### config.mk
export PLATFORM = sky130hd
export DESIGN_NAME = sr_cmd_debounce
export DESIGN_NICKNAME = d
export VERILOG_FILES = /design/src/rtl/sr_cmd_debounce.sv
export SDC_FILE = /design/constraint.sdc
export NUM_CORES = 1
export LEC_CHECK = 0
export BUFFER_PORTS_ARGS = -buffer_cell sky130_fd_sc_hd__buf_4
export CORE_ASPECT_RATIO = 1.5
export CORE_MARGIN = 2
export CORE_UTILIZATION = 30
export CTS_CLUSTER_DIAMETER = 60
export CTS_CLUSTER_SIZE = 16
export DETAILED_ROUTE_END_ITERATION = 16
export PLACE_DENSITY = 0.55
export SETUP_SLACK_MARGIN = 0.5
export SYNTH_ARGS = -nofsm -noshare
export SYNTH_HDL_FRONTEND = slang
export SYNTH_SLANG_ARGS = --single-unit
### constraint.sdc
create_clock -name clk -period 1.7 [get_ports clk]
set_input_delay 0.085 -clock clk [delete_from_list [all_inputs] [get_ports clk]]
set_output_delay 0.085 -clock clk [all_outputs]
set_load 0.005 [all_outputs]
### src/rtl/sr_cmd_debounce.sv
// Command front end for the clocked RS flip-flop: synchronises and debounces the
// raw set/reset requests, then emits one-cycle S/R pulses with conflict suppression.
module sr_cmd_debounce #(
  parameter int DEBOUNCE_CYCLES = 4
) (
  input  logic clk,
  input  logic rst_n,
  input  logic set_in,
  input  logic rst_in,
  output logic S,
  output logic R,
  output logic conflict,
  output logic set_lvl,
  output logic rst_lvl
);

  localparam int CW = $clog2(DEBOUNCE_CYCLES + 1);
  localparam logic [CW-1:0] TC = CW'(DEBOUNCE_CYCLES - 1);

  // Channel 0 is set, channel 1 is reset.
  logic [1:0]         sync1_q, sync2_q;
  logic [1:0]         lvl_q, lvl_d;
  logic [1:0]         lvl_dly_q;
  logic [1:0][CW-1:0] cnt_q, cnt_d;
  logic [1:0]         rise;
  logic               s_q, s_d;
  logic               r_q, r_d;
  logic               conf_q, conf_d;

  always_comb begin
    lvl_d = lvl_q;
    cnt_d = '0;
    for (int i = 0; i < 2; i++) begin
      if (sync2_q[i] != lvl_q[i]) begin
        if (cnt_q[i] == TC) lvl_d[i] = sync2_q[i];
        else                cnt_d[i] = cnt_q[i] + CW'(1);
      end
    end
  end

  always_comb begin
    rise   = lvl_q & ~lvl_dly_q;
    s_d    = rise[0] & ~rise[1];
    r_d    = rise[1] & ~rise[0];
    conf_d = rise[0] & rise[1];
  end

  always_ff @(posedge clk or negedge rst_n) begin
    if (!rst_n) begin
      sync1_q   <= '0;
      sync2_q   <= '0;
      lvl_q     <= '0;
      lvl_dly_q <= '0;
      cnt_q     <= '0;
      s_q       <= 1'b0;
      r_q       <= 1'b0;
      conf_q    <= 1'b0;
    end else begin
      sync1_q   <= {rst_in, set_in};
      sync2_q   <= sync1_q;
      lvl_q     <= lvl_d;
      lvl_dly_q <= lvl_q;
      cnt_q     <= cnt_d;
      s_q       <= s_d;
      r_q       <= r_d;
      conf_q    <= conf_d;
    end
  end

  assign S        = s_q;
  assign R        = r_q;
  assign conflict = conf_q;
  assign set_lvl  = lvl_q[0];
  assign rst_lvl  = lvl_q[1];

endmodule

## Word level (Yosys, flattened, before mapping)

Cells that the tools add are included.

- Register bits: 17
- Input port bits: 4
- Output and inout port bits: 5

- $add $sub $neg: 2
- Eq/ne operators: 4
- Muxes and demuxes: 4
- Bitwise operators: 7
- Reduce and logical (&&, ||, !) cells: 2

Operators with widths:

| operator | count |
|---|---|
| $mux 3 | 4 |
| $add 3x1->3 const B | 2 |
| $eq 3x2->1 const B | 2 |
| $reduce_and 2->1 | 2 |
| $and 1x1->1 | 3 |
| $and 2x2->2 | 1 |
| $ne 1x1->1 | 2 |
| $not 1->1 | 2 |
| $not 2->2 | 1 |

## Logic depth before layout (Yosys ltp)

Gate-level depths: netlist of run 1.

- Word-level depth: 4
- Gate-level depth with buffers: 3
- Mapped depth without buffers: 3

## Worst setup path before layout of run 1

No wires, ideal clock.

- Path kind: register to register
- Start point: register cnt_q[0] in the netlist's numbering
- End point: register lvl_q[0]
- Arrival: 0.951 ns
- Data required time: 1.575 ns
- Slack: 0.624 ns
- Cell stages (with the launch flop): 4
- Path buffers: 0
- Cell sequence: dfrtp_1 > ha_1 > nor2b_4 > mux2_2

- Longest elaborated chain between the ends: 2

Ends and longest elaborated chain:

| what | RTL line | RTL |
|---|---|---|
| start, declared | 24 | `logic [1:0][CW-1:0] cnt_q, cnt_d;` |
| start signal, assigned | 63 | `cnt_q <= cnt_d;` |
| $eq 3x2->1 | 35 | `if (cnt_q[i] == TC) lvl_d[i] = sync2_q[i];` |
| $reduce_and 2->1 (no source line) | n/a |  |
| end signal, assigned | 61 | `lvl_q <= lvl_d;` |
| end, declared | 22 | `logic [1:0] lvl_q, lvl_d;` |

No other way between the ends.
A chain may end at the register's enable or synchronous reset.

## Worst setup path in the final report of run 1

Ends and elaborated chain as after synthesis.

==> results of run 1 <==
-- cells in the mapped netlist --
library cell / count / share of area
dfrtp_1: 17 / 0.72
nor3b_1: 4 / 0.051
ha_1: 2 / 0.043
mux2_2: 2 / 0.038
nand2b_1: 2 / 0.021
nor2b_1: 2 / 0.021
nor2b_4: 2 / 0.047
nor3_1: 2 / 0.017
xnor2_1: 2 / 0.030
nor2_1: 1 / 0.0064
-- sequential cells by signal, indices dropped and copies added, names as in the netlist --
| name | count |
|---|---|
| sync2_q | 2 |
| S | 1 |
| cnt_q | 6 |
| conflict | 1 |
| lvl_dly_q | 2 |
| sync1_q | 2 |
| R | 1 |
| lvl_q | 2 |
-- where the power goes --
group	total (mW)	internal (mW)	leakage, nW	switching (mW)
clock network	0.206	0.0910	0.0150	0.115
logic	0.289	0.180	0.108	0.109
registers	0.581	0.520	0.214	0.0609
-- critical path, cell delays in order (launching register included) --
cell and delay [ps]:
dfrtp_1 360, ha_2 180, nor2b_4 160, mux2_2 330
-- timing repair --
item,in CTS,in global routing
endpoints found under the hold margin,19,0
setup endpoints to repair,0,1
hold buffers,3,0
resized for setup,0,1
-- through the flow --
| step | area, µm² | utilization | std cells |
|---|---|---|---|
| 2_1_floorplan | 587 | - | 36 |
| 3_3_place_gp | 673 | 0.368 | 65 |
| 3_5_place_dp | 673 | 0.368 | 65 |
| 4_1_cts | 729 | 0.398 | 72 |
| 5_1_grt | 732 | 0.400 | 72 |
| 6_report | 732 | 0.400 | 72 |
-- kinds of logic (layout without fill, tap and decap cells) --
group         count (synthesis)  count (layout)  share of synthesized area
flops                        17              17                      0.725
mux                           2               2                     0.0384
xor+xnor                      2               2                     0.0299
simple gates                 13              13                      0.164
buf+inv                       0              15                          0
fa+ha+maj                     2               2                     0.0426
-- final cells by class --
| cell class | instances | area share |
|---|---|---|
| Timing Repair Buffer | 11 | 0.123 |
| Sequential cell | 17 | 0.581 |
| Multi-Input combinational cell | 19 | 0.224 |
| Tap cell | 21 | 0.0359 |
| Clock buffer | 4 | 0.0359 |
-- worst paths after layout --
check | to | slack (ps)
max in group asynchronous | sync1_q[1] | 1330
hold reg to reg | sync2_q[1] | 350
setup reg to reg | lvl_q[0] | 560
setup / recovery | lvl_q[0] | 560
min in group clk | sync2_q[1] | 350
hold / removal | R | 190
-- routing by layer --
metal  share of wire  vias up  GRT usage  routed length (µm)
met5               0        -          0                   0
met3           0.060        2     0.0345                  46
met1            0.42      156      0.104                 323
li1                -      149          -                   -
met2            0.50        9      0.129                 384
met4          0.0079        0     0.0739                   6
==> impl_metrics.ini, run 1 <==
[run_status]
status = completed

[cts]
cts_root_buffer = clkbuf_4
clkSinkCount = 17
cts_made_buffers = 3
clock_path_buffers = 2
cts_tree = built
h-tree-depth = 1
cts_setup_buffers = 0
clkTransAtPathRegs_ps = 90
clk_latency_ps = 280

[critical_path]
worstReg2RegStart = cnt_q[0]
crit_start = cnt_q[0]
critPathKind = flop to flop
ff2ff_path_depth = 3
arrival_ps = 1310
crit_fanout = 3
end_kind = flop
cp_data_required_time_ps = 1870
critPathLaunchType = flop

[sta]
clock_skew_ps = 2.10
hold_ws_ps = 191
period_needed_ps = 1140
fmax_ghz = 0.878
setup_violations = 0
setup_tns_ps = 0
layout_setup_ws_ps = 561
final_hold_viol_count = 0
tightest_slew_ps = 269
grt_setup_unrepaired = no
slew_headroom = 0.820
slew_viol_final = 0
period_share = 0.670

[grt]
track_usage = 0.0910
grt_overflow = 0
grt_max_degree = 18
grt_pass1_wl_um = 1380
antenna_found_initial = 0
grt_pass1_vias = 328

[drt]
drt_iter0_markers = 2
via_per_inst = 4.39
drc_errors = 0
wl_per_cell_um = 10.6
vias = 316
drtPass1Iterations = 2
routed_wirelength_um = 761
ant_nets = 0

[floorplanning]
initial_utilization = 0.321
die_x_um = 40.1
core_mm2 = 0.00183
die_area_mm2 = 0.00233
row_count = 19
fp.dieH_um = 58.2
ios = 9

[place]
dp_worst_setup_slack_ps = 567
routabilityCongestion = 0.549
portBuffers = 8

[synth]
ys_seq_area_frac = 0.725
synth-seq-cells = 17
yosysWarnings = 0
avgSynthCellArea_um2 = 16.3
synth_fp_nets = 42
synth_cell_type_count = 10
syn_area_um2 = 587
synthCells = 36

[hold_path]
hold_class = primary input to async pin

[layout]
final_cell_mix = dfrtp_1 (17), buf_4 (8), nor3b_1 (4)
syn_to_final_growth_pct = 24.7
seq_area_um2 = 425
final_common_cell = dfrtp_1
multi_input_area_um2 = 164
nets = 58
fillers = 173
num_antenna_cells = 0
layout-drive-gt1-share = 0.314

[job]
max_cap_violations = 0

[pwr]
powerDensity_mw_per_mm2 = 1470
p_leak_nw = 0.337
totalPowerFinal_mw = 1.08
ir_drop_uv = 670
Power figures use the tool's default switching activity.
==> run 2, diff against run 1 <==
clock period = 1.2 ns   (was 1.7 ns; I/O delays follow)
==> impl_metrics.ini, run 2 (same netlist as run 1, synthesis figures left out) <==
[run_status]
status = completed

[hold_path]
hold_class = primary input to async pin

[sta]
slew_viol_final = 0
final_hold_viol_count = 0
clock_skew_ps = 5.92
grt_setup_unrepaired = yes
setup_violations = 0
setup_tns_ps = 0
period_share = 0.912
slew_headroom = 0.840
fmax_ghz = 0.913
tightest_slew_ps = 238
period_needed_ps = 1090

[critical_path]
critical_path.top_delay_family = flip-flops
arrival_ps = 1270
critPathKind = flop to flop
critPathLaunchType = flop
crit_slowest_cell = dfrtp_1
critPathBufInv = 0
cp_data_required_time_ps = 1370
slowest_delay_ps = 360
crit_fanout = 2
end_kind = flop
crit_path_cell_trace = ha_2 -> nor2b_4 -> mux2_4

[drt]
drt_iter0_markers = 1
routed_wirelength_um = 838
wl_per_cell_um = 10.7
drc_errors = 0
via_per_inst = 4.49
drtPass1Iterations = 2
vias = 350
ant_nets = 0

[cts]
h-tree-depth = 1
clk_latency_ps = 280
cts_made_buffers = 3
clkTransAtPathRegs_ps = 90
cts_tree = built
cts_root_buffer = clkbuf_4
clkSinkCount = 17
clock_path_buffers = 2

[job]
max_cap_violations = 0

[place]
dp_hpwl_um = 528
postPlaceCellArea_um2 = 686
portBuffers = 8
routabilityCongestion = 0.603

[pwr]
p_leak_nw = 0.399
ir_drop_uv = 1040
totalPowerFinal_mw = 1.86
powerDensity_mw_per_mm2 = 2150

[grt]
grt_pass1_wl_um = 1640
grt_pass1_vias = 380
track_usage = 0.106
grt_overflow = 0
antenna_found_initial = 0
grt_max_degree = 18

[layout]
nets = 64
largest_register_ffs = 6
final_cell_mix = dfrtp_1 (16), buf_4 (9), buf_6 (5)
final_common_cell = dfrtp_1
top_register = cnt_q
syn_to_final_growth_pct = 47.3
layout-drive-gt1-share = 0.544
num_antenna_cells = 0
final_cell_area_um2 = 865

[floorplanning]
core_mm2 = 0.00183
die_x_um = 40.1
row_count = 19
fp.dieH_um = 58.2
ios = 9
initial_utilization = 0.321
die_area_mm2 = 0.00233
run 2: cell types whose count changed in the layout (fill, tap and decap cells not counted), sizes merged:
cell,previous run,this run
buf,8,14
run 2: worst reg2reg max path, stage by stage, from the launching register on:
cell	delay [ps]
dfrtp_1	360
ha_2	180
nor2b_4	150
mux2_4	300
run 2: final timing paths:
path / start / end / slack [ps] / depth (start not counted)
setup / recovery: cnt_q[0] / lvl_q[0] / 110 / 3
hold / removal: rst_n / R / 170 / 2
setup reg to reg: cnt_q[0] / lvl_q[0] / 110 / 3
hold reg to reg: sync1_q[0] / sync2_q[0] / 360 / 0
max in group asynchronous: rst_n / lvl_q[1] / 830 / 2
min in group clk: sync1_q[0] / sync2_q[0] / 360 / 0
run 2: routing by layer:
metal  global-route usage  share of wire  routed length, µm
met3               0.0345          0.041                 34
met2                0.143           0.55                461
met5                    0              0                  0
met4               0.0739              0                  0
met1                0.140           0.41                343
run 2: layout make-up:
cell class / count / area [µm²]
Fill cell: 149 / 966
Sequential cell: 17 / 427
Multi-Input combinational cell: 19 / 231
Timing Repair Buffer: 17 / 154
Clock buffer: 4 / 26.3
Tap cell: 21 / 26.3
run 2: where the power goes:
| part | total, mW | switching [mW] | internal, mW |
|---|---|---|---|
| registers | 0.862 | 0.121 | 0.741 |
| logic | 0.709 | 0.231 | 0.478 |
| clock network | 0.287 | 0.158 | 0.129 |
run 2: through the flow:
step,utilization,setup slack (ps),std cells,hold WS [ps]
finish,0.472,105,78,166
global route,0.472,56.5,78,184
CTS,0.462,94.7,78,159
detailed placement,0.375,86.1,65,-65.7
global placement,0.375,100,65,-68.1
floorplan,-,138,36,-236
run 2: what timing repair did:
action                                 in CTS  in global routing
hold buffers                                3                  0
endpoints found under the hold margin      19                  0
setup endpoints to repair                  16                 17
gates resized for setup                    12                  3
setup buffers                               6                  0
pin swaps                                   3                  2
==> run 3, diff against run 2 <==
ABC_AREA = 1   (was not set)
CELL_PAD_IN_SITES_DETAIL_PLACEMENT = 1   (was not set)
CELL_PAD_IN_SITES_GLOBAL_PLACEMENT = 2   (was not set)
PLACE_DENSITY = 0.75   (was 0.55)
==> impl_metrics.ini, run 3 <==
[run_status]
status = completed

[drt]
wl_per_cell_um = 10.7
ant_nets = 0
routed_wirelength_um = 1110
drt_iter0_markers = 5
via_per_inst = 4.46
drtPass1Iterations = 4
vias = 459
drc_errors = 0

[critical_path]
cp_data_required_time_ps = 1140
arrival_ps = 840
critPathKind = flop to output port
end_kind = output port
critPathLaunchType = flop
crit_path_cell_trace = buf_6
critical_path.top_delay_family = flip-flops
critPathBufInv = 1
crit_slowest_cell = dfrtp_2
slowest_delay_ps = 430
crit_fanout = 3

[pwr]
ir_drop_uv = 931
switching_share = 0.345
intPower_mw = 1.31
power_frac_seq = 0.421
power.share.combinational = 0.428
powerDensity_mw_per_mm2 = 2130
p_leak_nw = 0.446
p_switching_mw = 0.689
clkPwrFrac = 0.152

[synth]
yosysWarnings = 0
synthTopCellsByCount = dfrtp_1 (17), nand2_1 (16), inv_1 (10)
synth_most_common_cell = dfrtp_1
synth_flop_cell = dfrtp_1
synth_cell_type_count = 9
synth_top_cells_by_area = dfrtp_1 (68%), nand2_1 (9.6%), inv_1 (6.0%)
synth_area_leader_cell = dfrtp_1
avgSynthCellArea_um2 = 10.1
async_reset_ff_frac = 1.00
synthCells = 62
netlist.area_leader.share = 0.679
synth-seq-cells = 17
syn_area_um2 = 627
synth_fp_nets = 68
synth_edf_count = 0
ys_seq_area_frac = 0.679

[grt]
antenna_found_initial = 0
grt_max_degree = 18
top_usage_layer = met2
grtUsageMet2 = 0.190
grt_util_met1 = 0.132
grtUsageMet3 = 0.0335
track_usage = 0.123
grt_overflow = 0
grt_pass1_wl_um = 1970
grt_pass1_vias = 480

[layout]
final_common_cell = dfrtp_1
multi_input_area_um2 = 264
final_cell_area_um2 = 938
seq_area_um2 = 428
final_cell_mix = dfrtp_1 (15), nand2_2 (10), inv_1 (9)
utilization = 0.469
largest_register_ffs = 6
num_antenna_cells = 0
fillers = 226
syn_to_final_growth_pct = 49.7
top_register = cnt_q
layout-drive-gt1-share = 0.580
nets = 88

[sta]
slew_headroom = 0.860
grt_setup_unrepaired = yes
final_hold_viol_count = 0
period_share = 0.751
clock_skew_ps = 4.53
setup_violations = 0
setup_tns_ps = 0
tightest_slew_ps = 210
period_needed_ps = 901
fmax_ghz = 1.11
layout_setup_ws_ps = 299
slew_viol_final = 0

[place]
routabilityCongestion = 0.681
dp_hpwl_um = 787
portBuffers = 8
postPlaceCellArea_um2 = 754
dp_worst_setup_slack_ps = 334

[cts]
h-tree-depth = 1
clk_latency_ps = 290
cts_root_buffer = clkbuf_4
clkTransAtPathRegs_ps = 100
clkSinkCount = 17
clock_path_buffers = 2
cts_tree = built
cts_made_buffers = 3

[floorplanning]
initial_utilization = 0.313
core_mm2 = 0.00200
die_x_um = 41.3
die_area_mm2 = 0.00248
fp.dieH_um = 60.0
ios = 9
row_count = 20

[hold_path]
hold_class = primary input to async pin

[job]
max_cap_violations = 0
run 3: changes by cell type in the layout (fill, tap and decap cells not counted), moves of 3 or more:
cell,previous run,this run
nand2_2,0,10
inv_1,0,9
nand2_1,0,5
nand2_4,0,5
nor2_2,0,5
buf_4,9,5
inv_2,0,3
nor3b_2,3,0
run 3: area by class of cell:
| type | instances | area share |
|---|---|---|
| Multi-Input combinational cell | 33 | 0.281 |
| Clock buffer | 3 | 0.0240 |
| Tap cell | 22 | 0.0293 |
| Inverter | 12 | 0.0480 |
| Timing Repair Buffer | 15 | 0.156 |
| Clock inverter | 1 | 0.00533 |
| Sequential cell | 17 | 0.456 |
run 3: cells by family after synthesis:
logic type	share of synthesized area
simple gates	0.194
flops	0.679
buf+inv	0.0719
compound gates	0.0160
fa+ha+maj	0.0399
run 3: path summary, 6_finish.rpt:
| path | from | end | slack (ps) | cells after the start |
|---|---|---|---|---|
| worst max register to register | lvl_q[1] | cnt_q[3] | 300 | 5 |
| max in group asynchronous | rst_n | lvl_q[0] | 850 | 2 |
| min in group clk | sync1_q[0] | sync2_q[0] | 360 | 0 |
| worst min-delay path | rst_n | S | 150 | 2 |
| worst min register to register | sync1_q[0] | sync2_q[0] | 360 | 0 |
| worst max-delay path | lvl_q[1] | rst_lvl | 300 | 1 |
run 3: per-layer routing:
metal / up-vias / wire, µm
li1: 218 / -
met1: 225 / 435
met2: 11 / 580
met3: 5 / 47
met4: 0 / 43
met5: - / 0
run 3: power groups by stage:
stage	registers (mW)	logic (mW)	clock network, mW
after global placement	0.863	0.459	0
after detailed placement	0.871	0.484	0
after floorplan	0.855	0.291	0
after CTS	0.842	0.805	0.316
final	0.840	0.853	0.303
after global routing	0.858	0.961	0.356
run 3: through the flow:
step,cells,hold slack [ps],total power [mW]
global placement,92,-67.1,1.32
detailed placement,92,-66.4,1.35
CTS,103,149,1.96
finish,103,151,2.00
floorplan,62,-236,1.15
global route,103,162,2.17
run 3: repair_timing:
item / CTS / global route
hold buffers: 3 / 0
resized for setup: 21 / 9
setup endpoints to repair: 16 / 18
setup buffers: 4 / 0
pin swaps: 9 / 6
hold endpoints to repair: 19 / 0
